### config.mk
export PLATFORM = sky130hd
export DESIGN_NAME = alu_cmd_sequencer
export DESIGN_NICKNAME = d
export VERILOG_FILES = /design/src/rtl/alu_pkg.sv /design/src/rtl/sync_fifo.sv /design/src/rtl/alu_cmd_sequencer.sv
export SDC_FILE = /design/constraint.sdc
export NUM_CORES = 1
export LEC_CHECK = 0
export ABC_CLOCK_PERIOD_IN_PS = 2100
export CORE_UTILIZATION = 46
export DETAILED_ROUTE_END_ITERATION = 12
export HOLD_SLACK_MARGIN = 0.03
export PLACE_DENSITY = 0.72
export SYNTH_ARGS = -nofsm -noshare
export SYNTH_HDL_FRONTEND = slang
export SYNTH_SLANG_ARGS = --single-unit
### constraint.sdc
create_clock -name clk -period 2.1 [get_ports clk]
set_input_delay 0.21 -clock clk [delete_from_list [all_inputs] [get_ports clk]]
set_output_delay 0.21 -clock clk [all_outputs]
set_load 0.05 [all_outputs]
### src/rtl/alu_pkg.sv
// Shared definitions for the ALU command sequencer.
//   - Opcode encodings understood by the 8-bit registered ALU.
//   - Sequencer FSM state encoding.
//   - Result substituted for a divide-by-zero command.
package alu_pkg;

  localparam logic [2:0] OP_ADD = 3'd0;
  localparam logic [2:0] OP_SUB = 3'd1;
  localparam logic [2:0] OP_MUL = 3'd2;
  localparam logic [2:0] OP_DIV = 3'd3;
  localparam logic [2:0] OP_AND = 3'd4;
  localparam logic [2:0] OP_OR  = 3'd5;
  localparam logic [2:0] OP_XOR = 3'd6;
  localparam logic [2:0] OP_GT  = 3'd7;

  typedef enum logic [1:0] {
    ST_IDLE    = 2'd0,
    ST_DRIVE   = 2'd1,
    ST_CAPTURE = 2'd2,
    ST_RESP    = 2'd3
  } state_t;

  localparam logic [7:0] DZ_RESULT = 8'hFF;

endpackage

### src/rtl/sync_fifo.sv
// Synchronous FIFO holding queued ALU commands.
// Ports:
//   clk, rst   clock, synchronous active-high reset (empties the FIFO)
//   push       write din this cycle (honoured when not full, or when full
//              and a pop happens in the same cycle)
//   pop        discard the head entry this cycle (ignored when empty)
//   full       DEPTH entries stored
//   empty      no entries stored
//   din        write data
//   dout       head entry, valid whenever !empty (combinational read)
module sync_fifo #(
  parameter int DEPTH = 4,
  parameter int DW    = 19
) (
  input  logic          clk,
  input  logic          rst,
  input  logic          push,
  input  logic          pop,
  output logic          full,
  output logic          empty,
  input  logic [DW-1:0] din,
  output logic [DW-1:0] dout
);

  localparam int AW = $clog2(DEPTH);
  localparam logic [AW:0] PTR_ONE = {{AW{1'b0}}, 1'b1};

  logic [DW-1:0] mem_q [DEPTH];
  logic [AW:0]   wr_ptr_q, wr_ptr_d;
  logic [AW:0]   rd_ptr_q, rd_ptr_d;
  logic          do_push, do_pop;

  // Pointers carry one extra wrap bit: equal pointers mean empty, pointers
  // that differ only in the wrap bit mean full.
  assign empty = (wr_ptr_q == rd_ptr_q);
  assign full  = (wr_ptr_q[AW] != rd_ptr_q[AW]) &&
                 (wr_ptr_q[AW-1:0] == rd_ptr_q[AW-1:0]);

  assign do_pop  = pop && !empty;
  assign do_push = push && (!full || do_pop);
  assign dout    = mem_q[rd_ptr_q[AW-1:0]];

  always_comb begin
    wr_ptr_d = wr_ptr_q;
    rd_ptr_d = rd_ptr_q;
    if (do_push) wr_ptr_d = wr_ptr_q + PTR_ONE;
    if (do_pop)  rd_ptr_d = rd_ptr_q + PTR_ONE;
  end

  always_ff @(posedge clk) begin
    if (rst) begin
      wr_ptr_q <= '0;
      rd_ptr_q <= '0;
    end else begin
      wr_ptr_q <= wr_ptr_d;
      rd_ptr_q <= rd_ptr_d;
    end
  end

  // Storage needs no reset: entries are only read after being written.
  always_ff @(posedge clk) begin
    if (do_push) mem_q[wr_ptr_q[AW-1:0]] <= din;
  end

endmodule

### src/rtl/alu_cmd_sequencer.sv
// Command sequencer wrapped around the team's registered ALU.
// Buffers (a, b, opcode) commands, issues them to the ALU one at a time,
// captures each result after the ALU's one-cycle latency and presents it
// downstream together with its opcode and a divide-by-zero flag.
// Ports:
//   clk, rst                  clock, synchronous active-high reset
//   in_valid/in_ready         command handshake; in_a, in_b, in_op payload
//   alu_a/alu_b/alu_op        registered operands driven into the ALU
//   alu_result                ALU registered result
//   out_valid/out_ready       result handshake; out_result, out_op, out_err
//   dbg_state                 current FSM state (state_t encoding)
//
// Handshakes: a transfer happens at a posedge where valid && ready are both
// high. The producer keeps payload stable while valid is high and ready low;
// out_valid and all out_* fields hold steady until out_ready is seen.
module alu_cmd_sequencer
  import alu_pkg::*;
#(
  parameter int DEPTH = 4,
  parameter int W     = 8
) (
  input  logic         clk,
  input  logic         rst,
  input  logic         in_valid,
  output logic         in_ready,
  input  logic [W-1:0] in_a,
  input  logic [W-1:0] in_b,
  input  logic [2:0]   in_op,
  output logic [W-1:0] alu_a,
  output logic [W-1:0] alu_b,
  output logic [2:0]   alu_op,
  input  logic [W-1:0] alu_result,
  output logic         out_valid,
  input  logic         out_ready,
  output logic [W-1:0] out_result,
  output logic [2:0]   out_op,
  output logic         out_err,
  output logic [1:0]   dbg_state
);

  localparam int DW = 2 * W + 3;

  logic          fifo_push, fifo_pop, fifo_full, fifo_empty;
  logic [DW-1:0] fifo_din, fifo_dout;
  logic [W-1:0]  head_a, head_b;
  logic [2:0]    head_op;
  logic          head_dz;

  state_t       state_q, state_d;
  logic [W-1:0] alu_a_q, alu_a_d, alu_b_q, alu_b_d;
  logic [2:0]   alu_op_q, alu_op_d;
  logic         dz_q, dz_d;
  logic         out_valid_q, out_valid_d;
  logic [W-1:0] out_result_q, out_result_d;
  logic [2:0]   out_op_q, out_op_d;
  logic         out_err_q, out_err_d;

  assign fifo_din  = {in_op, in_b, in_a};
  assign fifo_push = in_valid && in_ready;
  assign in_ready  = !fifo_full;

  sync_fifo #(.DEPTH(DEPTH), .DW(DW)) u_fifo (
    .clk   (clk),
    .rst   (rst),
    .push  (fifo_push),
    .pop   (fifo_pop),
    .full  (fifo_full),
    .empty (fifo_empty),
    .din   (fifo_din),
    .dout  (fifo_dout)
  );

  assign head_a  = fifo_dout[W-1:0];
  assign head_b  = fifo_dout[2*W-1:W];
  assign head_op = fifo_dout[2*W+2:2*W];
  assign head_dz = (head_op == OP_DIV) && (head_b == '0);

  always_comb begin
    state_d      = state_q;
    fifo_pop     = 1'b0;
    alu_a_d      = alu_a_q;
    alu_b_d      = alu_b_q;
    alu_op_d     = alu_op_q;
    dz_d         = dz_q;
    out_valid_d  = out_valid_q;
    out_result_d = out_result_q;
    out_op_d     = out_op_q;
    out_err_d    = out_err_q;

    case (state_q)
      ST_IDLE: begin
        if (!fifo_empty) begin
          fifo_pop = 1'b1;
          state_d  = ST_DRIVE;
        end
      end
      ST_DRIVE: begin
        state_d = ST_CAPTURE;
      end
      ST_CAPTURE: begin
        out_result_d = dz_q ? W'(DZ_RESULT) : alu_result;
        out_op_d     = alu_op_q;
        out_err_d    = dz_q;
        out_valid_d  = 1'b1;
        state_d      = ST_RESP;
      end
      ST_RESP: begin
        if (out_ready) begin
          // Drop valid in both branches so a consumed result is never
          // presented twice while the next command is in flight.
          out_valid_d = 1'b0;
          if (!fifo_empty) begin
            fifo_pop = 1'b1;
            state_d  = ST_DRIVE;
          end else begin
            state_d = ST_IDLE;
          end
        end
      end
      default: state_d = ST_IDLE;
    endcase

    // Any pop loads the ALU operand registers on the same edge. A zero
    // divisor is replaced by 1 so the ALU never produces an undefined value.
    if (fifo_pop) begin
      alu_a_d  = head_a;
      alu_b_d  = head_dz ? W'(1) : head_b;
      alu_op_d = head_op;
      dz_d     = head_dz;
    end
  end

  always_ff @(posedge clk) begin
    if (rst) begin
      state_q      <= ST_IDLE;
      alu_a_q      <= '0;
      alu_b_q      <= '0;
      alu_op_q     <= '0;
      dz_q         <= 1'b0;
      out_valid_q  <= 1'b0;
      out_result_q <= '0;
      out_op_q     <= '0;
      out_err_q    <= 1'b0;
    end else begin
      state_q      <= state_d;
      alu_a_q      <= alu_a_d;
      alu_b_q      <= alu_b_d;
      alu_op_q     <= alu_op_d;
      dz_q         <= dz_d;
      out_valid_q  <= out_valid_d;
      out_result_q <= out_result_d;
      out_op_q     <= out_op_d;
      out_err_q    <= out_err_d;
    end
  end

  assign alu_a      = alu_a_q;
  assign alu_b      = alu_b_q;
  assign alu_op     = alu_op_q;
  assign out_valid  = out_valid_q;
  assign out_result = out_result_q;
  assign out_op     = out_op_q;
  assign out_err    = out_err_q;
  assign dbg_state  = state_q;

endmodule

Yosys cells after proc, flatten, opt, wreduce, memory -nomap -nowiden. Memory sizes are Yosys's and may differ from the RTL's. A register that Yosys moved wholly into a read port is not among the register bits. Cells that the tools add are included.

Flip-flop bits (word level): 41. RAM bits: 76. Bits of input ports: 31. Output and inout bits: 35. Word-level logic and storage cells: 51. Memories kept: 1.

Memory list: u_fifo.mem_q (depth 4, bits a word 19, read ports 1, clocked after Yosys merged registers in 1, wr ports 1, line sync_fifo.sv:28) `logic [DW-1:0] mem_q [DEPTH];`.

$add $sub $neg: 2. Eq/ne operators: 9. Multiplexer cells: 15. Reduce and logical (&&, ||, !) cells: 13.

Operator list (count): two-way mux 8 bit (2); zero test 8 bit (1); two-way mux 2 bit (4); one-hot mux 2 bit (4 select lines) (1); adder 3 x 1 -> 3 bit, second input constant (2); two-way mux 1 bit (6); logical AND 1 bit (5); equality test 2 bit, second input constant (2); inequality test 2 bit, second input constant (2); one-hot mux 1 bit (2 select lines) (2); AND reduction 2 bit (2); equality test 3 x 2 -> 1 bit, second input constant (1); equality test 3 bit (1); equality test 2 x 1 -> 1 bit, second input constant (1); equality test 2 bit (1); zero test 1 bit (2); zero test 2 bit (1); nonzero test 2 bit (1); logical OR 1 bit (1); inequality test 1 bit (1).

Depth between registers and ports, before layout.
Depth in word-level cells: 9. Gate-level depth with buffers: 7. Mapped depth without buffers: 6.

Hierarchy. Synthesis repeated with hierarchy kept, for this count alone.

Cell total of the unflattened synthesis: 318. Area total of the unflattened synthesis: 4727.0 sq um.

Modules (own cells, without submodules): sync_fifo (times used 1, cells each 154, area an instance 3283.1 sq um, seq. area each 2442.3 sq um); alu_cmd_sequencer (times used 1, cells each 164, area an instance 1443.9 sq um, seq. area each 700.7 sq um).

Worst setup path after synthesis. No wires, ideal clock.

Path kind: register to register. Start point: reg u_fifo.wr_ptr_q[2]. End point: mem u_fifo.mem_q[3][0] (enable). Setup time: 0.377 ns. Data arrival time: 1.638 ns. Required time: 1.723 ns. Path slack: 0.085 ns. Cell stages (with the launch flop): 4. Buffers on the path: 0. Clock period less this slack: 2.015 ns. Cell sequence: dfxtp_1 > xnor2_1 > o31a_1 > and2_1.

Word-level cells in the longest chain between the ends: 9. Elaborated cells between the ends (all ways): 14. Classes of those cells: eq/ne (2); mux (5); reduce/logical (7).

RTL lines: from (decl) (line sync_fifo.sv:29) `logic [AW:0] wr_ptr_q, wr_ptr_d;`; from (signal assigned) (line sync_fifo.sv:55) `wr_ptr_q <= wr_ptr_d;`; equality test 3 bit (line sync_fifo.sv:35) `assign empty = (wr_ptr_q == rd_ptr_q);`; two-way mux 1 bit (line alu_cmd_sequencer.sv:92, alu_cmd_sequencer.sv:112); two-way mux 1 bit (line alu_cmd_sequencer.sv:108) `if (out_ready) begin`; one-hot mux 1 bit (2 select lines) (line alu_cmd_sequencer.sv:90) `case (state_q)`; logical AND 1 bit (line sync_fifo.sv:39) `assign do_pop = pop && !empty;`; logical OR 1 bit (line sync_fifo.sv:40) `assign do_push = push && (!full || do_pop);`; logical AND 1 bit * (line sync_fifo.sv:40); two-way mux 1 bit * (line sync_fifo.sv:62) `if (do_push) mem_q[wr_ptr_q[AW-1:0]] <= din;`; two-way mux 1 bit (not written as such) * (line sync_fifo.sv:62); to (decl) (line sync_fifo.sv:28).

Every way passes the cells marked *; elsewhere a longest branch is shown, timed or not.

Worst setup path in the final report.
Start point: reg state_q[1], in the netlist dbg_state[1]. End point: out dbg_state[1].

RTL lines: from (decl) (line alu_cmd_sequencer.sv:49) `state_t state_q, state_d;`; from (signal assigned) (line alu_cmd_sequencer.sv:145) `state_q <= state_d;`; to (decl) (line alu_cmd_sequencer.sv:38) `output logic [1:0] dbg_state`.

No word-level cell between the ends.

==> results.md <==
* Outcome: complete, no violations
* Number of H-tree branching levels at 4
* Critical path's top delay family: buffers and inverters
* Worst path buffer plus inverter count at 1
* Worst endpoint required time at 1890 ps
* Die boundary width at between 100 and 150 um
* Critical path cell sequence: clkdlybuf4s50_1
* Maximum Capacitance Violations at 0
* Multi-input gate area at roughly 1300 sq um
* Sinks on Clock Net at ~120
* FF+latch area at around 3100 sq um
* Count of cell instances traversed by the critical path at 1
* Net count after synthesis at 338
* Achievable frequency at a little over 500 MHz
* Area enclosed by the die boundary at just over 10000 sq um
* Total wire length after detailed routing at roughly 8.9 mm
* Sort of element at the start of the critical path: flip-flop
* Largest fanout on the critical path at 6
* Area of the mapped netlist at 4560 sq um
* Global-route wire length before repair at about 14 mm
* Most frequent cells in the layout: sky130_fd_sc_hd__edfxtp_1, sky130_fd_sc_hd__clkdlybuf4s50_1, sky130_fd_sc_hd__dfxtp_1
* Number of vias per cell after detailed routing at approximately 5.2
* Quantity of I/O buffers inserted on ports at 65
* Slowest stage cell, crit path: sky130_fd_sc_hd__clkdlybuf4s50_1
* Maximum number of pins on one net before global-route repair at 25
* Antenna violations before repair at 0
* Antenna-violating nets left at 0
* Die Height at roughly 100 um
* Unrepaired setup endpoints after global routing: no
* Clock period minus worst slack at slightly below 2000 ps
* Worst slew pin tran at ~530 ps
* Layout cells sized above 1 at approximately 15%
* Crit share post-route at 94.2%
* Cts bufs inserted at 17
* Wire per inst at 16.8 um
* Setup Skew at roughly 7.7 ps
* Area growth, synth to finish at 34.6%
* Share of the synthesized area in the top cell type at 50.0%
* Total setup buffers inserted after CTS at 0
* Most used DFF post-synth: sky130_fd_sc_hd__edfxtp_1
* Adder-cell area share of the yosys netlist at about 2.5%
* Post-synthesis share of cell area spent on and, or, nand and nor gates at between 7 and 8%
* DR iter-0 viols at between 150 and 200
* Worst-Skew Late Latency at between 500 and 600 ps
* Filler cells at 695
* Final core occ at between 60% and 70%
* Worst setup path startpoint: dbg_state[1]
* Endpoint kind of the worst setup timing path: primary output
* Number of nets in the final layout at between 400 and 500
* Compound-Gate Fraction of Synth Area at 5.84%
* Setup tns final at 0 ps
* Total power after layout at between 0.008 and 0.009 W
* Via count at roughly 2700
* Number of ports placed on the die boundary at 66
* Post-Synthesis Cells at 298
* Count of cells along the worst register-to-register path at 5
* Destination of the critical timing path: dbg_state[1]
* Count of endpoints failing hold in the final timing report at 0
* Rows at 35
* Via count of the first global-routing pass at about 2800
* Endpoint of the worst register-to-register path: dz_q
* Resized cells post-CTS at 0
* IR drop worst, VDD at around 0.9 mV
* Post-route design area at between 6000 and 7000 sq um
* Count of flip-flops with a built-in enable after synthesis at 76
* HPWL Detailed at around 6.0 mm
* Commonest non-fill, non-tap cell in the layout: sky130_fd_sc_hd__edfxtp_1
* Dominant combinational cell family by area after synthesis: multiplexers
* Count of inserted antenna diode cells at 0
* Setup Crit Path Kind: reg2out
* Cts hold-fix bufs at 0
* CTS tree: built
* Part of the Yosys area used for sequential elements at between 60% and 70%
* Final slew viol count at 0
* Total grt overflow at 0
* Setup violators final at 0
* Endpoint arrival time on the critical path at roughly 1800 ps
* Most area-hungry cell type in the Yosys netlist: sky130_fd_sc_hd__edfxtp_1
* Mean cell area of the mapped netlist at roughly 15 sq um
* Number of buffers between clock root and the deepest sink at 2
* Total routing resource utilization after global routing at between 10% and 20%
* Clock transition time at the flip-flop clock pins of the worst setup and hold paths at approximately 60 ps
* Xor/xnor cell area share of the yosys netlist at under 10%
* Top post-synthesis cells by area: sky130_fd_sc_hd__edfxtp_1, sky130_fd_sc_hd__dfxtp_1, sky130_fd_sc_hd__mux4_1
* Routability Congestion at ~0.74
* Worst hold path class: in2reg
* Total of warnings raised by yosys at 0
* First-pass iteration count of the detailed router at 4
* Clock root buffer: sky130_fd_sc_hd__clkbuf_8
* Max stage delay on crit path at ~840 ps
* Flip-flop and latch count after synthesis at ~120
* Register-to-register setup slack at around 180 ps
* Distinct cell type count of the synthesized netlist at 36
* Placeable Area at 9420 sq um
* Leak Pwr at between 2 and 2.5 nW
* Starting Density at roughly half
* Multiplexer share of the synthesized area at 12.1%
* Placed cell areas at 5510 sq um
* DRC errors left at 0
* Max_slew headroom at ~64%
* Pwr per Cell Area at 1370 nW/um^2
* Share of async-settable or async-resettable flops after synthesis at 0%
==> metrics by stage <==
stage | hold slack, ps | setup WS [ps] | cells
after floorplan | 309 | 85.0 | 298
after global placement | 447 | 257 | 496
after detailed placement | 448 | 170 | 496
after CTS | 316 | 101 | 528
after global routing | 327 | 50.7 | 528
final | 329 | 122 | 528
==> kinds of logic after synthesis <==
group                    Yosys count
adder cells (fa/ha/maj)            9
XOR/XNOR                           7
AO/OA/AOI/OAI                     42
multiplexers                      26
flip-flops                       119
AND/OR/NAND/NOR                   75
buffers and inverters             20
==> synth_stat cells, drive strengths merged (2+ instances only) <==
master and instances:
buf 7, o21ai 4, o22ai 8, or3 2, mux4 19, nor4b 2, dfxtp 43, nor2 19
ha 9, inv 5, nand2 40, xnor2 5, mux2i 7, clkbuf 8, nor2b 2, nand4 2
xor2 2, a311oi 2, and2 4, edfxtp 76, a21oi 23, nand2b 2
==> how the worst min path moves through the flow <==
stage	from	to	slack [ps]	depth (start not counted)
finish	alu_result[2]	out_result[2]	330	3
floorplan	in_a[0]	u_fifo.mem_q[0][0]	310	0
CTS	alu_result[7]	out_result[7]	320	3
global placement	alu_a[0]	alu_a[0]	450	2
global route	alu_result[2]	out_result[2]	330	3
detailed placement	alu_a[2]	alu_a[2]	450	2
==> where the power goes <==
part	switching [W]	internal [W]	total, W
combinational	0.00151	0.000997	0.00251
sequential	0.000156	0.00278	0.00294
clock	0.00100	0.00196	0.00297
total	0.00267	0.00575	0.00842
==> registers in the layout (all words and copies together), names as in the netlist, named ones only <==
register / cells
u_fifo.rd_ptr_q: 3
alu_a: 8
dbg_state: 2
alu_b: 8
u_fifo.wr_ptr_q: 3
alu_op: 3
out_result: 8
out_valid: 1
u_fifo.mem_q: 76
out_err: 1
dz_q: 1
out_op: 3
==> layer usage <==
layer	up-vias	global-route usage (%)	wire, um
li1	1305	-	-
met4	0	8.47	165
met3	16	5.59	523
met1	1324	23.6	3810
met5	-	0	0
met2	79	32.1	4390
==> area by class of cell <==
class | count | area share [%]
Timing Repair Buffer | 84 | 14.1
Tap cell | 129 | 2.63
Clock buffer | 25 | 9.17
Inverter | 5 | 0.306
Clock inverter | 7 | 1.16
Multi-Input combinational cell | 159 | 21.5
Sequential cell | 119 | 51.2
Note: power is estimated with default switching activity, not from simulation.
